$ cat src/rtl/io_hub_pkg.sv
// Shared constants for the MCU I/O port hub: IRQ register offsets and default base port IDs.
package io_hub_pkg;

  localparam int IRQ_OFS_MASK = 0;
  localparam int IRQ_OFS_PEND = 1;
  localparam int IRQ_OFS_PRIO = 2;

  localparam int DEF_IN_BASE  = 'h20;
  localparam int DEF_OUT_BASE = 'h40;
  localparam int DEF_IRQ_BASE = 'hF0;

  localparam int MAX_IN     = 16;
  localparam int MAX_OUT    = 16;
  localparam int MAX_IRQ    = 8;
  localparam int PRIO_IDX_W = 3;

endpackage

$ cat src/rtl/irq_edge_latch.sv
// One interrupt source: 2-flop synchroniser, rising-edge detector and sticky W1C pending bit.
module irq_edge_latch (
  input  logic CLK,
  input  logic RESET_N,
  input  logic src,
  input  logic clr,
  output logic pend
);

  logic sync_p0, sync_p1, edge_p2;
  logic vld_p0, vld_p1;
  logic armed;
  logic rise;

  // armed only after a genuine synchronised low, so a source already high at reset release never fires
  assign rise = sync_p1 & ~edge_p2 & armed;

  always_ff @(posedge CLK or negedge RESET_N) begin
    if (!RESET_N) begin
      sync_p0 <= 1'b0;
      sync_p1 <= 1'b0;
      edge_p2 <= 1'b0;
      vld_p0  <= 1'b0;
      vld_p1  <= 1'b0;
      armed   <= 1'b0;
      pend    <= 1'b0;
    end else begin
      sync_p0 <= src;
      sync_p1 <= sync_p0;
      edge_p2 <= sync_p1;
      vld_p0  <= 1'b1;
      vld_p1  <= vld_p0;
      armed   <= armed | (vld_p1 & ~sync_p1);
      // a set on the same edge as a clear wins
      pend    <= rise | (pend & ~clr);
    end
  end

endmodule

$ cat src/rtl/io_port_hub.sv
// MCU port hub: combinational read mux over input ports and IRQ registers, strobed output
// registers with write pulses, and a masked, prioritised interrupt controller.
module io_port_hub
  import io_hub_pkg::*;
#(
  parameter int DATA_W   = 8,
  parameter int NUM_IN   = 4,
  parameter int NUM_OUT  = 4,
  parameter int NUM_IRQ  = 4,
  parameter int IN_BASE  = DEF_IN_BASE,
  parameter int OUT_BASE = DEF_OUT_BASE,
  parameter int IRQ_BASE = DEF_IRQ_BASE
) (
  input  logic                       CLK,
  input  logic                       RESET_N,
  input  logic [DATA_W-1:0]          PORT_ID,
  input  logic [DATA_W-1:0]          OUT_PORT,
  input  logic                       IO_STRB,
  input  logic [NUM_IN*DATA_W-1:0]   IN_DATA,
  input  logic [NUM_IRQ-1:0]         IRQ_SRC,
  output logic [DATA_W-1:0]          IN_PORT,
  output logic [NUM_OUT*DATA_W-1:0]  OUT_DATA,
  output logic [NUM_OUT-1:0]         OUT_WSTB,
  output logic                       INTERRUPT
);

  if (NUM_IN < 1 || NUM_IN > MAX_IN) begin : g_bad_num_in
    $error("io_port_hub: NUM_IN must be 1..16");
  end
  if (NUM_OUT < 1 || NUM_OUT > MAX_OUT) begin : g_bad_num_out
    $error("io_port_hub: NUM_OUT must be 1..16");
  end
  if (NUM_IRQ < 1 || NUM_IRQ > MAX_IRQ) begin : g_bad_num_irq
    $error("io_port_hub: NUM_IRQ must be 1..8");
  end
  if (DATA_W < PRIO_IDX_W + 1 || DATA_W < NUM_IRQ || DATA_W > 32) begin : g_bad_data_w
    $error("io_port_hub: DATA_W too narrow for IRQ registers or wider than 32");
  end
  if (IN_BASE < 0 || OUT_BASE < 0 || IRQ_BASE < 0) begin : g_bad_base
    $error("io_port_hub: base port IDs must be non-negative");
  end

  function automatic logic [DATA_W-1:0] id_at(input int base, input int ofs);
    return DATA_W'(base + ofs);
  endfunction

  logic [NUM_OUT-1:0]    out_hit;
  logic                  mask_wr;
  logic [NUM_IRQ-1:0]    pend_clr;
  logic [NUM_IRQ-1:0]    pend;
  logic [NUM_IRQ-1:0]    mask;
  logic [NUM_IRQ-1:0]    active;
  logic                  prio_vld;
  logic [PRIO_IDX_W-1:0] prio_idx;

  always_comb begin
    out_hit = '0;
    for (int j = 0; j < NUM_OUT; j++) begin
      out_hit[j] = IO_STRB && (PORT_ID == id_at(OUT_BASE, j));
    end
  end

  assign mask_wr  = IO_STRB && (PORT_ID == id_at(IRQ_BASE, IRQ_OFS_MASK));
  assign pend_clr = {NUM_IRQ{IO_STRB && (PORT_ID == id_at(IRQ_BASE, IRQ_OFS_PEND))}}
                    & OUT_PORT[NUM_IRQ-1:0];

  for (genvar k = 0; k < NUM_IRQ; k++) begin : g_irq
    irq_edge_latch u_latch (
      .CLK     (CLK),
      .RESET_N (RESET_N),
      .src     (IRQ_SRC[k]),
      .clr     (pend_clr[k]),
      .pend    (pend[k])
    );
  end

  // lowest index wins
  always_comb begin
    active   = pend & mask;
    prio_vld = |active;
    prio_idx = '0;
    for (int i = NUM_IRQ - 1; i >= 0; i--) begin
      if (active[i]) prio_idx = PRIO_IDX_W'(i);
    end
  end

  always_comb begin
    IN_PORT = '0;
    for (int i = 0; i < NUM_IN; i++) begin
      if (PORT_ID == id_at(IN_BASE, i)) IN_PORT = IN_DATA[i*DATA_W +: DATA_W];
    end
    if (PORT_ID == id_at(IRQ_BASE, IRQ_OFS_MASK)) begin
      IN_PORT[NUM_IRQ-1:0] = mask;
    end else if (PORT_ID == id_at(IRQ_BASE, IRQ_OFS_PEND)) begin
      IN_PORT[NUM_IRQ-1:0] = pend;
    end else if (PORT_ID == id_at(IRQ_BASE, IRQ_OFS_PRIO)) begin
      IN_PORT[DATA_W-1]       = prio_vld;
      IN_PORT[PRIO_IDX_W-1:0] = prio_idx;
    end
  end

  always_ff @(posedge CLK or negedge RESET_N) begin
    if (!RESET_N) begin
      OUT_DATA  <= '0;
      OUT_WSTB  <= '0;
      mask      <= '0;
      INTERRUPT <= 1'b0;
    end else begin
      OUT_WSTB <= out_hit;
      for (int j = 0; j < NUM_OUT; j++) begin
        if (out_hit[j]) OUT_DATA[j*DATA_W +: DATA_W] <= OUT_PORT;
      end
      if (mask_wr) mask <= OUT_PORT[NUM_IRQ-1:0];
      INTERRUPT <= |active;
    end
  end

endmodule

$ cat config.mk
export PLATFORM = sky130hd
export DESIGN_NAME = io_port_hub
export DESIGN_NICKNAME = d
export VERILOG_FILES = /design/src/rtl/io_hub_pkg.sv /design/src/rtl/irq_edge_latch.sv /design/src/rtl/io_port_hub.sv
export SDC_FILE = /design/constraint.sdc
export NUM_CORES = 1
export LEC_CHECK = 0
export CAP_MARGIN = 25
export CORE_MARGIN = 2
export CORE_UTILIZATION = 25
export CTS_CLUSTER_DIAMETER = 40
export DETAILED_ROUTE_END_ITERATION = 12
export PLACE_DENSITY = 0.59
export SLEW_MARGIN = 20
export SYNTH_ARGS = -nofsm -noshare
export SYNTH_HDL_FRONTEND = slang
export SYNTH_SLANG_ARGS = --single-unit
$ cat constraint.sdc
create_clock -name CLK -period 2.4 [get_ports CLK]
set_clock_uncertainty 0.05 [all_clocks]
set_input_delay 0.36 -clock CLK [delete_from_list [all_inputs] [get_ports CLK]]
set_output_delay 0.36 -clock CLK [all_outputs]
set_load 0.1 [all_outputs]
== Word-level counts from Yosys, hierarchy flattened ==
Cells that the tools add are included.
Cells by class
  equality and inequality tests: 11
  multiplexer cells: 15
  bitwise operators: 38
  reductions and logical operators: 7
Operators by type and width (count)
  $eq A8 B6 Y1 const B: 4
  $eq A8 B7 Y1 const B: 4
  $mux W8: 4
  $eq A8 B8 Y1 const B: 3
  $and A1 B1 Y1: 16
  $mux W3: 5
  $not A1 Y1: 12
  $and A4 B4 Y4: 2
  $or A1 B1 Y1: 8
  $logic_and A1 B1 Y1: 6
  $mux W1: 4
  $mux W4: 1
  $reduce_or A4 Y1: 1
  $mux W2: 1
Storage, ports and cells
  register bits: 63
  word-level logic and storage cells: 100

== Logic depth before layout (Yosys ltp) ==
Gate-level depths: netlist of run 1.
  depth after elaboration: 8
  depth in mapped cells: 6

== Cells and area by module ==
A second synthesis of run 1 with hierarchy kept.
Second synthesis, totals
  cells, all modules: 247
  area total of the unflattened synthesis: 2840.2 µm²
By module, submodules not included
  io_port_hub: instances 1, cells each 195, area an instance 2024.4 µm², sequential area each 1026.0 µm²
  irq_edge_latch: instances 4, cells each 13, area an instance 203.9 µm², sequential area each 175.2 µm²

== Worst setup path before layout of run 1 ==
Ideal clock, no wire load.
  kind: input port to output port
  from: input PORT_ID[0]
  to: output IN_PORT[7]
  arrival: 3.310 ns
  path slack: -1.320 ns
  stages: 6
  path buffers: 2
  cells stage by stage: clkbuf_1 buf_2 mux2i_1 nor2_1 a21oi_1 o21ai_0
On the way
  word-level cells in the longest chain between the ends: 8
  elaborated cells between the ends (all ways): 14
  those cells by class: eq/ne (7); mux (7)
Ends and longest elaborated chain
  start: declaration: line io_port_hub.sv:16  | input logic [DATA_W-1:0] PORT_ID,
  $eq A8 B6 Y1: line io_port_hub.sv:90  | if (PORT_ID == id_at(IN_BASE, i)) IN_PORT = IN_DATA[i*DATA_W +: DATA_W];
  $mux W8 (4 in a row): line io_port_hub.sv:90
  $mux W1: line io_port_hub.sv:96  | end else if (PORT_ID == id_at(IRQ_BASE, IRQ_OFS_PRIO)) begin
  $mux W1: line io_port_hub.sv:94  | end else if (PORT_ID == id_at(IRQ_BASE, IRQ_OFS_PEND)) begin
  $mux W1 *: line io_port_hub.sv:92  | if (PORT_ID == id_at(IRQ_BASE, IRQ_OFS_MASK)) begin
  end: declaration: line io_port_hub.sv:21  | output logic [DATA_W-1:0] IN_PORT,
Mark *: on every way between the ends. The rest lies on a longest branch, timed or not.

== Worst setup path after layout of run 1 ==
  from: input PORT_ID[4]
  to: output IN_PORT[2]
On the way
  word-level cells in the longest chain between the ends: 8
  elaborated cells between the ends (all ways): 14
  those cells by class: eq/ne (7); mux (7)
Ends and longest elaborated chain (line)
  $eq A8 B6 Y1: io_port_hub.sv:90
  $mux W8 (4 in a row): io_port_hub.sv:90
  $mux W3: io_port_hub.sv:96
  $mux W3: io_port_hub.sv:94
  $mux W4 *: io_port_hub.sv:92
Marks and branches as above.

==> impl_metrics.py, run 1 <==
metrics = {
    "run_status": {
        "status": "finished, final reports clean",
    },
    "drt": {
        "drc_errors": 0,
        "via_per_inst": 4.47,
        "drt-total-wl_mm": 7.59,
        "ant_nets": 0,
        "drtIter0Drc": 83,
        "post_drt_wl_per_cell_um": 15.4,
        "vias": 2204,
        "drtPass1Iterations": 4,
    },
    "timing": {
        "fin_tns_setup_ns": 0,
        "finalCriticalPeriod_ns": 2.34,
        "worst_hold_slack_ns": 0.299,
        "timing.final.ws_setup_ns": 0.0610,
        "fmax_mhz": 428,
        "setup_viol": 0,
        "hold_viol": 0,
        "finalCritPeriodShare": 0.975,
        "worstMarginPinSlew_ns": 0.604,
        "max-slew-margin-rel": 0.598,
        "drv_slew": 0,
    },
    "logic_synthesis": {
        "synth_nets": 266,
        "ys_seq_area_frac": 0.563,
        "synth_warnings": 0,
        "async_reset_ff_frac": 1.00,
        "yosysUniqueCellTypes": 39,
        "syn_area_per_cell_um2": 13.3,
        "syn_inst": 211,
        "synthFlopType": "dfrtp_1",
        "synth_seq_cells": 63,
        "synth_edf_count": 0,
        "synthesis.area_um2": 2800,
    },
    "worst_setup_path": {
        "critPathCaptureType": "output pin",
        "start_kind": "input pin",
        "required_ns": 1.99,
        "criticalPathCategory": "in2out",
        "cp_max_fo": 5,
        "crit_arrival_ns": 1.93,
        "r2r_slack_ns": 1.33,
    },
    "pwr": {
        "powerDensity_nw_per_um2": 612,
        "swShare": 0.284,
        "power_leakage_nw": 2.22,
        "p_int_mw": 2.01,
        "combPwrFrac": 0.197,
        "total_power_mw": 2.81,
        "ir_drop_mv": 0.315,
        "seq_power_share": 0.404,
        "switching_power_mw": 0.798,
        "power.share.clock": 0.400,
    },
    "place": {
        "placed_area_um2": 4180,
        "post-place-ws_ns": -0.358,
        "gp_congestion": 0.773,
        "dp.cells": 471,
        "dp_hpwl_mm": 5.60,
        "io_buffer_count": 99,
    },
    "layout": {
        "drive_gt1_frac": 0.448,
        "fin_area_um2": 4590,
        "area_growth_pct": 63.6,
        "final_nets": 403,
        "antenna_cells": 0,
        "fin_util": 0.421,
        "fill_cells": 1031,
        "layout.cells.non_filler": 493,
    },
    "floorplan": {
        "core_area_um2": 10900,
        "dieArea_um2": 12100,
        "rows": 38,
        "initial_core_util": 0.257,
        "die-height_um": 110,
        "dieWidth_um": 110,
        "design.portCount": 100,
    },
    "cts": {
        "cts_buffers": 9,
        "root_buffer": "clkbuf_8",
        "htree_levels": 3,
        "clk_latency_ns": 0.33,
        "clkSlewWorstSetupHoldPaths_ns": 0.07,
        "cts_tree": "yes",
        "clk_path_buf_depth": 2,
        "cts_sinks": 63,
    },
    "global_routing": {
        "grt_pass1_vias": 2312,
        "grt_max_degree": 27,
        "grt_overflow": 0,
        "grt_antenna_before_repair": 0,
        "grt_pass1_wl_mm": 12.1,
        "grt_usage": 0.133,
    },
    "run": {
        "cap_violations": 0,
    },
    "worst_hold_path": {
        "hold_class": "reg2reg",
    },
}
## flip-flops by register name, indices dropped and copies added, names as in the netlist
register / flops
g_irq.u_latch.sync_p1: 4
g_irq.u_latch.edge_p2: 4
g_irq.u_latch.vld_p0: 1
INTERRUPT: 1
OUT_WSTB: 4
g_irq.u_latch.vld_p1: 1
g_irq.u_latch.armed: 4
OUT_DATA: 32
g_irq.u_latch.pend: 4
mask: 4
g_irq.u_latch.sync_p0: 4
## Yosys cell counts (5+ instances only)
cell type | number | area [um^2]
dfrtp_1 | 63 | 1580
mux2_4 | 24 | 360
nand2_1 | 13 | 48.8
mux2_2 | 12 | 135
inv_1 | 9 | 33.8
mux2i_1 | 8 | 80.1
o21ai_0 | 6 | 30.0
nand4_1 | 5 | 31.3
nor2_1 | 5 | 18.8
nor3_1 | 5 | 25.0
or3_1 | 5 | 31.3
## path summary, 6_finish.rpt
kind / startpoint / end / cells after the start
setup reg to reg: mask[2] / INTERRUPT / 2
max in group asynchronous: RESET_N / OUT_DATA[31] / 3
hold / removal: g_irq[3].u_latch.sync_p0 / g_irq[3].u_latch.sync_p1 / 0
hold reg to reg: g_irq[3].u_latch.sync_p0 / g_irq[3].u_latch.sync_p1 / 0
min in group asynchronous: RESET_N / INTERRUPT / 2
setup / recovery: PORT_ID[4] / IN_PORT[2] / 6
## what timing repair did
item,4_1_cts,5_1_grt
setup endpoints to repair,7,5
gates cloned,1,0
gates resized for setup,24,7
hold endpoints to repair,24,0
buffers inserted,4,0
hold buffers,1,0
pin swaps,6,4
## final cells by class
type | count | area (um^2) | area share
clock buffer | 9 | 124 | 0.0270
clock inverter | 7 | 120 | 0.0262
inverter | 9 | 33.8 | 0.00737
multi-input combinational | 130 | 1260 | 0.274
sequential | 63 | 1580 | 0.344
tap | 140 | 175 | 0.0382
timing repair buffer | 135 | 1300 | 0.283
## power groups by stage
stage	logic, mW	registers (mW)	clock network [mW]
floorplan	0.105	1.36	0
global placement	0.534	1.15	0
detailed placement	0.538	1.15	0
CTS	0.555	1.13	1.15
global route	0.579	1.14	1.22
finish	0.552	1.13	1.12
## cell usage in the layout (no fill, tap or decap), drive strengths merged, types with 4 or more instances in the layout
master	count
buf	80
o21ai	6
and2	4
nor3	6
nand4	5
nor2	5
clkdlybuf4s50	45
dfrtp	63
nand2	13
a21o	4
inv	10
clkbuf	10
or3	5
mux2	36
dlygate4sd2	4
mux2i	8
o2bb2ai	4
## cell families (layout without fill, tap and decap cells)
logic type | count (synthesis) | count (layout) | synth area share
AOI/OAI and AO/OA | 33 | 33 | 0.0839
buffers and inverters | 18 | 160 | 0.0330
DFF | 63 | 63 | 0.562
muxes | 46 | 46 | 0.221
other | 1 | 1 | 0.00134
and+or+nand+nor | 50 | 50 | 0.0978
## critical path: stages
cell and delay [ns]:
dlygate4sd2_1 0.30, or4b_4 0.55, o22a_1 0.17, o211ai_1 0.26, a2bb2oi_4 0.10, buf_12 0.18
## layer usage
layer | up-vias | part of all wire | GRT usage | routed length, um
met5 | - | 0 | 0 | 0
met4 | 0 | 0.024 | 0.0524 | 182
met3 | 16 | 0.065 | 0.0421 | 490
met2 | 67 | 0.48 | 0.206 | 3680
met1 | 1082 | 0.43 | 0.171 | 3240
li1 | 1039 | - | - | -
(Power assumes the default switching activity.)
==> inputs of run 2 (changes only) <==
- CAP_MARGIN: 25 -> unset
==> results of run 2 <==
No change in the layout: final DEF, timing and power equal those of run 1.
